--- config.mk ---
export PLATFORM = sky130hd
export DESIGN_NAME = sdram_port_arbiter_flat
export DESIGN_NICKNAME = d
export VERILOG_FILES = /design/src/rtl/sdram_port_arbiter_if.sv /design/src/rtl/sdram_port_arbiter.sv /design/src/flat_wrapper.sv
export SDC_FILE = /design/constraint.sdc
export NUM_CORES = 1
export LEC_CHECK = 0
export ABC_AREA = 1
export CAP_MARGIN = 20
export CORE_ASPECT_RATIO = 1.5
export CORE_MARGIN = 2
export CORE_UTILIZATION = 36
export CTS_CLUSTER_DIAMETER = 80
export CTS_CLUSTER_SIZE = 8
export DETAILED_ROUTE_END_ITERATION = 16
export GPL_TIMING_DRIVEN = 0
export PLACE_DENSITY = 0.87
export SETUP_SLACK_MARGIN = 0.05
export SYNTH_ARGS = -nofsm -noshare
export SYNTH_HDL_FRONTEND = slang
export SYNTH_SLANG_ARGS = --single-unit
--- constraint.sdc ---
create_clock -name clk -period 3.6 [get_ports clk]
set_clock_uncertainty 0.2 [all_clocks]
set_input_delay 0.9 -clock clk [delete_from_list [all_inputs] [get_ports clk]]
set_output_delay 0.9 -clock clk [all_outputs]
set_load 0.01 [all_outputs]
--- src/rtl/sdram_port_arbiter_if.sv ---
// sdram_port_arbiter_if: two upstream command ports, the SDRAM controller command port and arbiter status
interface sdram_port_arbiter_if #(
    parameter int AddrWidth = 23,
    parameter int DataWidth = 16,
    parameter int TagDepth  = 8
);
    logic                       p0Trigger, p0Write, p0Ready, p0ReadDataValid;
    logic [AddrWidth-1:0]       p0Addr;
    logic [DataWidth-1:0]       p0WriteData, p0ReadData;
    logic                       p1Trigger, p1Write, p1Ready, p1ReadDataValid;
    logic [AddrWidth-1:0]       p1Addr;
    logic [DataWidth-1:0]       p1WriteData, p1ReadData;
    logic                       cmdTrigger, cmdWrite, cmdReady, cmdReadDataValid;
    logic [AddrWidth-1:0]       cmdAddr;
    logic [DataWidth-1:0]       cmdWriteData, cmdReadData;
    logic [$clog2(TagDepth):0]  outstanding;
    logic                       errUnexpectedRead;

    modport slave (
        input  p0Trigger, p0Write, p0Addr, p0WriteData,
        input  p1Trigger, p1Write, p1Addr, p1WriteData,
        input  cmdReady, cmdReadData, cmdReadDataValid,
        output p0Ready, p0ReadData, p0ReadDataValid,
        output p1Ready, p1ReadData, p1ReadDataValid,
        output cmdTrigger, cmdWrite, cmdAddr, cmdWriteData,
        output outstanding, errUnexpectedRead
    );

    modport master (
        output p0Trigger, p0Write, p0Addr, p0WriteData,
        output p1Trigger, p1Write, p1Addr, p1WriteData,
        output cmdReady, cmdReadData, cmdReadDataValid,
        input  p0Ready, p0ReadData, p0ReadDataValid,
        input  p1Ready, p1ReadData, p1ReadDataValid,
        input  cmdTrigger, cmdWrite, cmdAddr, cmdWriteData,
        input  outstanding, errUnexpectedRead
    );
endinterface

--- src/rtl/sdram_port_arbiter.sv ---
// sdram_port_arbiter: two-port round-robin burst arbiter for an SDRAM controller with in-order read-data routing
module sdram_port_arbiter #(
    parameter int AddrWidth = 23,
    parameter int DataWidth = 16,
    parameter int TagDepth  = 8,
    parameter int MaxBurst  = 16
) (
    input logic                 clk,
    input logic                 rst_,
    sdram_port_arbiter_if.slave bus
);
    localparam int TW = $clog2(TagDepth);
    localparam int BW = $clog2(MaxBurst) + 1;
    localparam logic [1:0] IDLE = 2'd0;
    localparam logic [1:0] OWN0 = 2'd1;
    localparam logic [1:0] OWN1 = 2'd2;

    logic [1:0]    state;
    logic          last_grant;
    logic [BW-1:0] burst;
    logic [TW-1:0] wr_ptr, rd_ptr;
    logic [TW:0]   count;
    logic          tags [TagDepth];
    logic          err;
    logic          grant, own_trig, other_trig, own_write, hold, tag_full;
    logic          cmd_trig, accept, push, pop, rd_id;

    // Round-robin only matters in IDLE with both requesting; an owner keeps the grant.
    assign grant      = state == OWN1 || (state == IDLE && (bus.p0Trigger && bus.p1Trigger ? !last_grant : bus.p1Trigger));
    assign own_trig   = grant ? bus.p1Trigger : bus.p0Trigger;
    assign other_trig = grant ? bus.p0Trigger : bus.p1Trigger;
    assign own_write  = grant ? bus.p1Write : bus.p0Write;
    // A full burst with a waiting peer spends one cycle handing back to IDLE without accepting.
    assign hold       = state != IDLE && burst == BW'(MaxBurst) && other_trig;
    assign tag_full   = count == (TW + 1)'(TagDepth);
    assign cmd_trig   = rst_ && own_trig && !hold && (own_write || !tag_full);
    assign accept     = cmd_trig && bus.cmdReady;
    assign push       = accept && !own_write;
    assign pop        = bus.cmdReadDataValid && count != '0;
    assign rd_id      = tags[rd_ptr];

    assign bus.cmdTrigger        = cmd_trig;
    assign bus.cmdWrite          = own_write;
    assign bus.cmdAddr           = grant ? bus.p1Addr : bus.p0Addr;
    assign bus.cmdWriteData      = grant ? bus.p1WriteData : bus.p0WriteData;
    assign bus.p0Ready           = rst_ && bus.cmdReady && !grant && !hold && (bus.p0Write || !tag_full);
    assign bus.p1Ready           = rst_ && bus.cmdReady && grant && !hold && (bus.p1Write || !tag_full);
    assign bus.p0ReadData        = bus.cmdReadData;
    assign bus.p1ReadData        = bus.cmdReadData;
    assign bus.p0ReadDataValid   = rst_ && pop && !rd_id;
    assign bus.p1ReadDataValid   = rst_ && pop && rd_id;
    assign bus.outstanding       = count;
    assign bus.errUnexpectedRead = err;

    // Grant state machine: IDLE picks a port, OWNn holds it until it lets go or its burst expires.
    always_ff @(posedge clk or negedge rst_) begin
        if (!rst_) begin
            state      <= IDLE;
            last_grant <= 1'b1;
            burst      <= '0;
        end else if (state == IDLE) begin
            if (accept) begin
                state      <= grant ? OWN1 : OWN0;
                last_grant <= grant;
                burst      <= BW'(1);
            end
        end else if (!own_trig || hold) begin
            state <= IDLE;
            burst <= '0;
        end else if (accept) begin
            burst <= burst == BW'(MaxBurst) ? BW'(1) : burst + BW'(1);
        end
    end

    // Tag FIFO pointers, occupancy and the sticky unexpected-read flag.
    always_ff @(posedge clk or negedge rst_) begin
        if (!rst_) begin
            wr_ptr <= '0;
            rd_ptr <= '0;
            count  <= '0;
            err    <= 1'b0;
        end else begin
            if (push) wr_ptr <= wr_ptr + TW'(1);
            if (pop) rd_ptr <= rd_ptr + TW'(1);
            count <= count + {{TW{1'b0}}, push} - {{TW{1'b0}}, pop};
            err   <= err || (bus.cmdReadDataValid && count == '0);
        end
    end

    // Tag storage needs no reset: entries are only read behind valid occupancy.
    always_ff @(posedge clk) begin
        if (push) tags[wr_ptr] <= grant;
    end
endmodule

--- src/flat_wrapper.sv ---
// flat-port wrapper written by rule: the top's interface ports become plain ports
module sdram_port_arbiter_flat 
#(
    parameter int AddrWidth = 23,
    parameter int DataWidth = 16,
    parameter int TagDepth  = 8,
    parameter int MaxBurst  = 16
)
  (clk, rst_, bus_p0Trigger, bus_p0Write, bus_p0Addr, bus_p0WriteData, bus_p1Trigger, bus_p1Write, bus_p1Addr, bus_p1WriteData, bus_cmdReady, bus_cmdReadData, bus_cmdReadDataValid, bus_p0Ready, bus_p0ReadData, bus_p0ReadDataValid, bus_p1Ready, bus_p1ReadData, bus_p1ReadDataValid, bus_cmdTrigger, bus_cmdWrite, bus_cmdAddr, bus_cmdWriteData, bus_outstanding, bus_errUnexpectedRead);
  sdram_port_arbiter_if #(.AddrWidth(AddrWidth), .DataWidth(DataWidth), .TagDepth(TagDepth)) bus_i ();
  input logic clk;
  input logic rst_;
  input wire logic [$bits(bus_i.p0Trigger)-1:0] bus_p0Trigger;
  input wire logic [$bits(bus_i.p0Write)-1:0] bus_p0Write;
  input wire logic [$bits(bus_i.p0Addr)-1:0] bus_p0Addr;
  input wire logic [$bits(bus_i.p0WriteData)-1:0] bus_p0WriteData;
  input wire logic [$bits(bus_i.p1Trigger)-1:0] bus_p1Trigger;
  input wire logic [$bits(bus_i.p1Write)-1:0] bus_p1Write;
  input wire logic [$bits(bus_i.p1Addr)-1:0] bus_p1Addr;
  input wire logic [$bits(bus_i.p1WriteData)-1:0] bus_p1WriteData;
  input wire logic [$bits(bus_i.cmdReady)-1:0] bus_cmdReady;
  input wire logic [$bits(bus_i.cmdReadData)-1:0] bus_cmdReadData;
  input wire logic [$bits(bus_i.cmdReadDataValid)-1:0] bus_cmdReadDataValid;
  output wire logic [$bits(bus_i.p0Ready)-1:0] bus_p0Ready;
  output wire logic [$bits(bus_i.p0ReadData)-1:0] bus_p0ReadData;
  output wire logic [$bits(bus_i.p0ReadDataValid)-1:0] bus_p0ReadDataValid;
  output wire logic [$bits(bus_i.p1Ready)-1:0] bus_p1Ready;
  output wire logic [$bits(bus_i.p1ReadData)-1:0] bus_p1ReadData;
  output wire logic [$bits(bus_i.p1ReadDataValid)-1:0] bus_p1ReadDataValid;
  output wire logic [$bits(bus_i.cmdTrigger)-1:0] bus_cmdTrigger;
  output wire logic [$bits(bus_i.cmdWrite)-1:0] bus_cmdWrite;
  output wire logic [$bits(bus_i.cmdAddr)-1:0] bus_cmdAddr;
  output wire logic [$bits(bus_i.cmdWriteData)-1:0] bus_cmdWriteData;
  output wire logic [$bits(bus_i.outstanding)-1:0] bus_outstanding;
  output wire logic [$bits(bus_i.errUnexpectedRead)-1:0] bus_errUnexpectedRead;
  assign bus_i.p0Trigger = bus_p0Trigger;
  assign bus_i.p0Write = bus_p0Write;
  assign bus_i.p0Addr = bus_p0Addr;
  assign bus_i.p0WriteData = bus_p0WriteData;
  assign bus_i.p1Trigger = bus_p1Trigger;
  assign bus_i.p1Write = bus_p1Write;
  assign bus_i.p1Addr = bus_p1Addr;
  assign bus_i.p1WriteData = bus_p1WriteData;
  assign bus_i.cmdReady = bus_cmdReady;
  assign bus_i.cmdReadData = bus_cmdReadData;
  assign bus_i.cmdReadDataValid = bus_cmdReadDataValid;
  assign bus_p0Ready = bus_i.p0Ready;
  assign bus_p0ReadData = bus_i.p0ReadData;
  assign bus_p0ReadDataValid = bus_i.p0ReadDataValid;
  assign bus_p1Ready = bus_i.p1Ready;
  assign bus_p1ReadData = bus_i.p1ReadData;
  assign bus_p1ReadDataValid = bus_i.p1ReadDataValid;
  assign bus_cmdTrigger = bus_i.cmdTrigger;
  assign bus_cmdWrite = bus_i.cmdWrite;
  assign bus_cmdAddr = bus_i.cmdAddr;
  assign bus_cmdWriteData = bus_i.cmdWriteData;
  assign bus_outstanding = bus_i.outstanding;
  assign bus_errUnexpectedRead = bus_i.errUnexpectedRead;
  sdram_port_arbiter #(.AddrWidth(AddrWidth), .DataWidth(DataWidth), .TagDepth(TagDepth), .MaxBurst(MaxBurst)) u_core (.clk(clk), .rst_(rst_), .bus(bus_i));
endmodule
==> results.sh <==
export IMPL_setup_viol=0
export IMPL_max_slew_margin=0.650
export IMPL_syn2layout_area_growth_pct=78.8
export IMPL_critical_path_max_fanout=10
export IMPL_portBuffers=166
export IMPL_wl_um=8030
export IMPL_synth_flop_cell="dfrtp_1"
export IMPL_cp_required_ns=2.50
export IMPL_ys_seq_area_frac=0.309
export IMPL_critPathArrivalTime_ns=2.38
export IMPL_vias=2788
export IMPL_slew_violations=0
export IMPL_start_kind="primary input"
export IMPL_cts_root_buf="clkbuf_8"
export IMPL_syn_num_nets=449
export IMPL_path_common_cell="nand2_1"
export IMPL_insertion_delay_ns=0.27
export IMPL_synth_cell_area_sq_um=2320
export IMPL_worstMarginPinSlew_ns=0.525
export IMPL_gp_congestion=0.963
export IMPL_synth_ff_latch_count=27
export IMPL_path_cells="clkdlybuf4s50_1 > nand2_1 > nand2_1 > nand2_2 > nand2_4 > inv_8 > clkbuf_8 > nand2_1 > nand2_1 > dlygate4sd2_1"
export IMPL_num_io_pins=184
export IMPL_cts_sinks=27
export IMPL_rows=35
export IMPL_cts_htree_levels=1
export IMPL_power_density_nw_per_um2=534
export IMPL_path_delay_family="buffers and inverters"
export IMPL_status="finished clean"
export IMPL_final_util=0.673
export IMPL_crit_slowest_cell="clkdlybuf4s50_1"
export IMPL_initial_core_util=0.376
export IMPL_detail_route_antenna_nets=0
export IMPL_power_total_mw=2.22
export IMPL_ir_drop_mv=0.327
export IMPL_syn_inst=336
export IMPL_antenna_found_initial=0
export IMPL_hold_path_class="flop to flop"
export IMPL_final_nets=621
export IMPL_synth_warnings=0
export IMPL_cp_buffers_inverters=4
export IMPL_drtIter0Drc=115
export IMPL_grt_pass1_wl_um=12700
export IMPL_grt_util_all_layers=0.223
export IMPL_die_y_um=102
export IMPL_core_area_sq_um=6170
export IMPL_cpPeakStageDelay_ns=0.48
export IMPL_critPathKind="primary input to primary output"
export IMPL_numCtsBuffers=3
export IMPL_max_freq_mhz=287
export IMPL_syn_area_per_cell_sq_um=6.92
export IMPL_clk_pin_slew_worst_paths_ns=0.09
export IMPL_viasPerCell=4.80
export IMPL_overflow=0
export IMPL_postCtsHoldBufs=0
export IMPL_cts_tree="built"
export IMPL_diodes=0
export IMPL_first_global_vias=2813
export IMPL_min_period_over_period=0.967
export IMPL_async_reset_ff_frac=0.704
export IMPL_drive_gt1_frac=0.136
export IMPL_hold_viol=0
export IMPL_wl_per_cell_um=13.8
export IMPL_place_ws_ns=-0.720
export IMPL_p_leak_nw=2.10
export IMPL_grt_max_degree=24
export IMPL_dieArea_sq_um=7130
export IMPL_finalCriticalPeriod_ns=3.48
export IMPL_first_pass_iters=4
export IMPL_setup_worst_path_end_class="primary output"
export IMPL_yosysUniqueCellTypes=36
export IMPL_fin_ws_ns=0.120
export IMPL_synth_enable_flop_cells=8
export IMPL_rsz0062_at_grt="true"
export IMPL_ctsLongestPathBuffers=2
export IMPL_hpwl_um=6610
export IMPL_maxCapViolCount=0
export IMPL_die_width_um=69.6
export IMPL_drc=0
-- logic make-up after synthesis --
group / Yosys count / share of synthesized area
AND/OR/NAND/NOR: 209 / 0.395
buffers and inverters: 67 / 0.167
flip-flops: 27 / 0.309
AO/OA/AOI/OAI: 13 / 0.0323
adder cells (fa/ha/maj): 11 / 0.0625
XOR/XNOR: 8 / 0.0302
multiplexers: 1 / 0.00431
-- cell usage in the layout (no fill, tap or decap), types with 2 or more instances in the layout --
| cell | instances |
|---|---|
| o21ai_0 | 6 |
| o211ai_1 | 2 |
| nor2_4 | 2 |
| nor3_1 | 11 |
| xor2_1 | 4 |
| nand2_4 | 2 |
| inv_1 | 22 |
| dfrtp_1 | 18 |
| clkbuf_8 | 6 |
| buf_6 | 4 |
| nand2_1 | 154 |
| buf_2 | 2 |
| ha_1 | 10 |
| nand4_1 | 4 |
| nand3_1 | 12 |
| nor4_2 | 2 |
| buf_4 | 35 |
| nand3_2 | 4 |
| edfxtp_1 | 8 |
| dlygate4sd2_1 | 42 |
| xnor2_1 | 4 |
| and2_1 | 2 |
| inv_2 | 2 |
| nor2_1 | 10 |
| nand4_2 | 2 |
| clkdlybuf4s50_1 | 121 |
| a21oi_1 | 2 |
-- final timing paths --
| check | startpoint | endpoint | slack, ns | cells after the start |
|---|---|---|---|---|
| hold reg to reg | u_core.bus.errUnexpectedRead | u_core.bus.errUnexpectedRead | 0.27 | 1 |
| min in group asynchronous | rst_ | u_core.burst[3] | 0.39 | 1 |
| setup reg to reg | u_core.burst[0] | u_core.bus.outstanding[2] | 0.93 | 12 |
| max in group asynchronous | rst_ | u_core.rd_ptr[1] | 2.45 | 1 |
| hold / removal | u_core.bus.errUnexpectedRead | u_core.bus.errUnexpectedRead | 0.27 | 1 |
| setup / recovery | bus_p0Trigger | bus_cmdWriteData[11] | 0.12 | 10 |
-- power breakdown --
group | total [mW] | internal (mW) | leakage [nW] | switching, mW
Sequential | 0.524 | 0.421 | 0.308 | 0.103
Combinational | 1.52 | 0.715 | 1.77 | 0.806
Clock | 0.173 | 0.0793 | 0.0228 | 0.0941
-- sequential cells by signal (all words and copies together), names as in the netlist --
register	flops
u_core.bus.outstanding	4
u_core.burst	5
u_core.state	2
u_core.last_grant	1
u_core.wr_ptr	3
u_core.rd_ptr	3
u_core.tags	8
u_core.bus.errUnexpectedRead	1
-- cells in the mapped netlist, types with 2 or more instances --
cell type / number / area [sq um]
and2_1: 2 / 12.5
buf_4: 32 / 240
nand4_1: 4 / 25.0
ha_1: 10 / 125
xor2_1: 4 / 35.0
nand2_1: 156 / 586
nand4_2: 2 / 25.0
buf_6: 2 / 22.5
o211ai_1: 2 / 15.0
nor2_4: 2 / 22.5
a21oi_1: 2 / 10.0
buf_1: 4 / 15.0
o21ai_0: 6 / 30.0
dfrtp_1: 18 / 450
inv_2: 2 / 7.51
xnor2_1: 4 / 35.0
inv_1: 22 / 82.6
nor2_1: 10 / 37.5
edfxtp_1: 8 / 240
nor3_1: 11 / 55.1
nor4_1: 2 / 12.5
clkbuf_1: 3 / 11.3
nand3_2: 4 / 40.0
nand3_1: 12 / 60.1
-- per-stage QoR --
stage	cell area [sq um]	instances	hold slack (ns)	TNS, ns
final	4160	581	0.268	0
after CTS	4150	581	0.273	0
after global routing	4160	581	0.307	0
after detailed placement	4080	576	0.254	-18.87
after global placement	4080	576	0.250	-17.62
after floorplan	2320	336	0.248	0
-- final cells by class --
type	count	area, sq um
multi-input combinational	242	1240
timing repair buffer	167	1600
fill	530	2020
clock buffer	4	45.0
sequential	27	717
buffer	42	357
inverter	25	101
tap	74	92.6
-- routing by layer --
layer / wire length, um / GRT usage / share of wire
met3: 827 / 0.0552 / 0.10
met5: 0 / 0 / 0
met4: 144 / 0.0618 / 0.018
met1: 2900 / 0.264 / 0.36
met2: 4150 / 0.400 / 0.52
-- timing repair --
item | 4_1_cts | 5_1_grt
resized for setup | 76 | 10
buffers inserted | 1 | 0
gates cloned | 0 | 0
pin swaps | 1 | 0
endpoints found under the setup margin | 45 | 44
(Power assumes the default switching activity.)
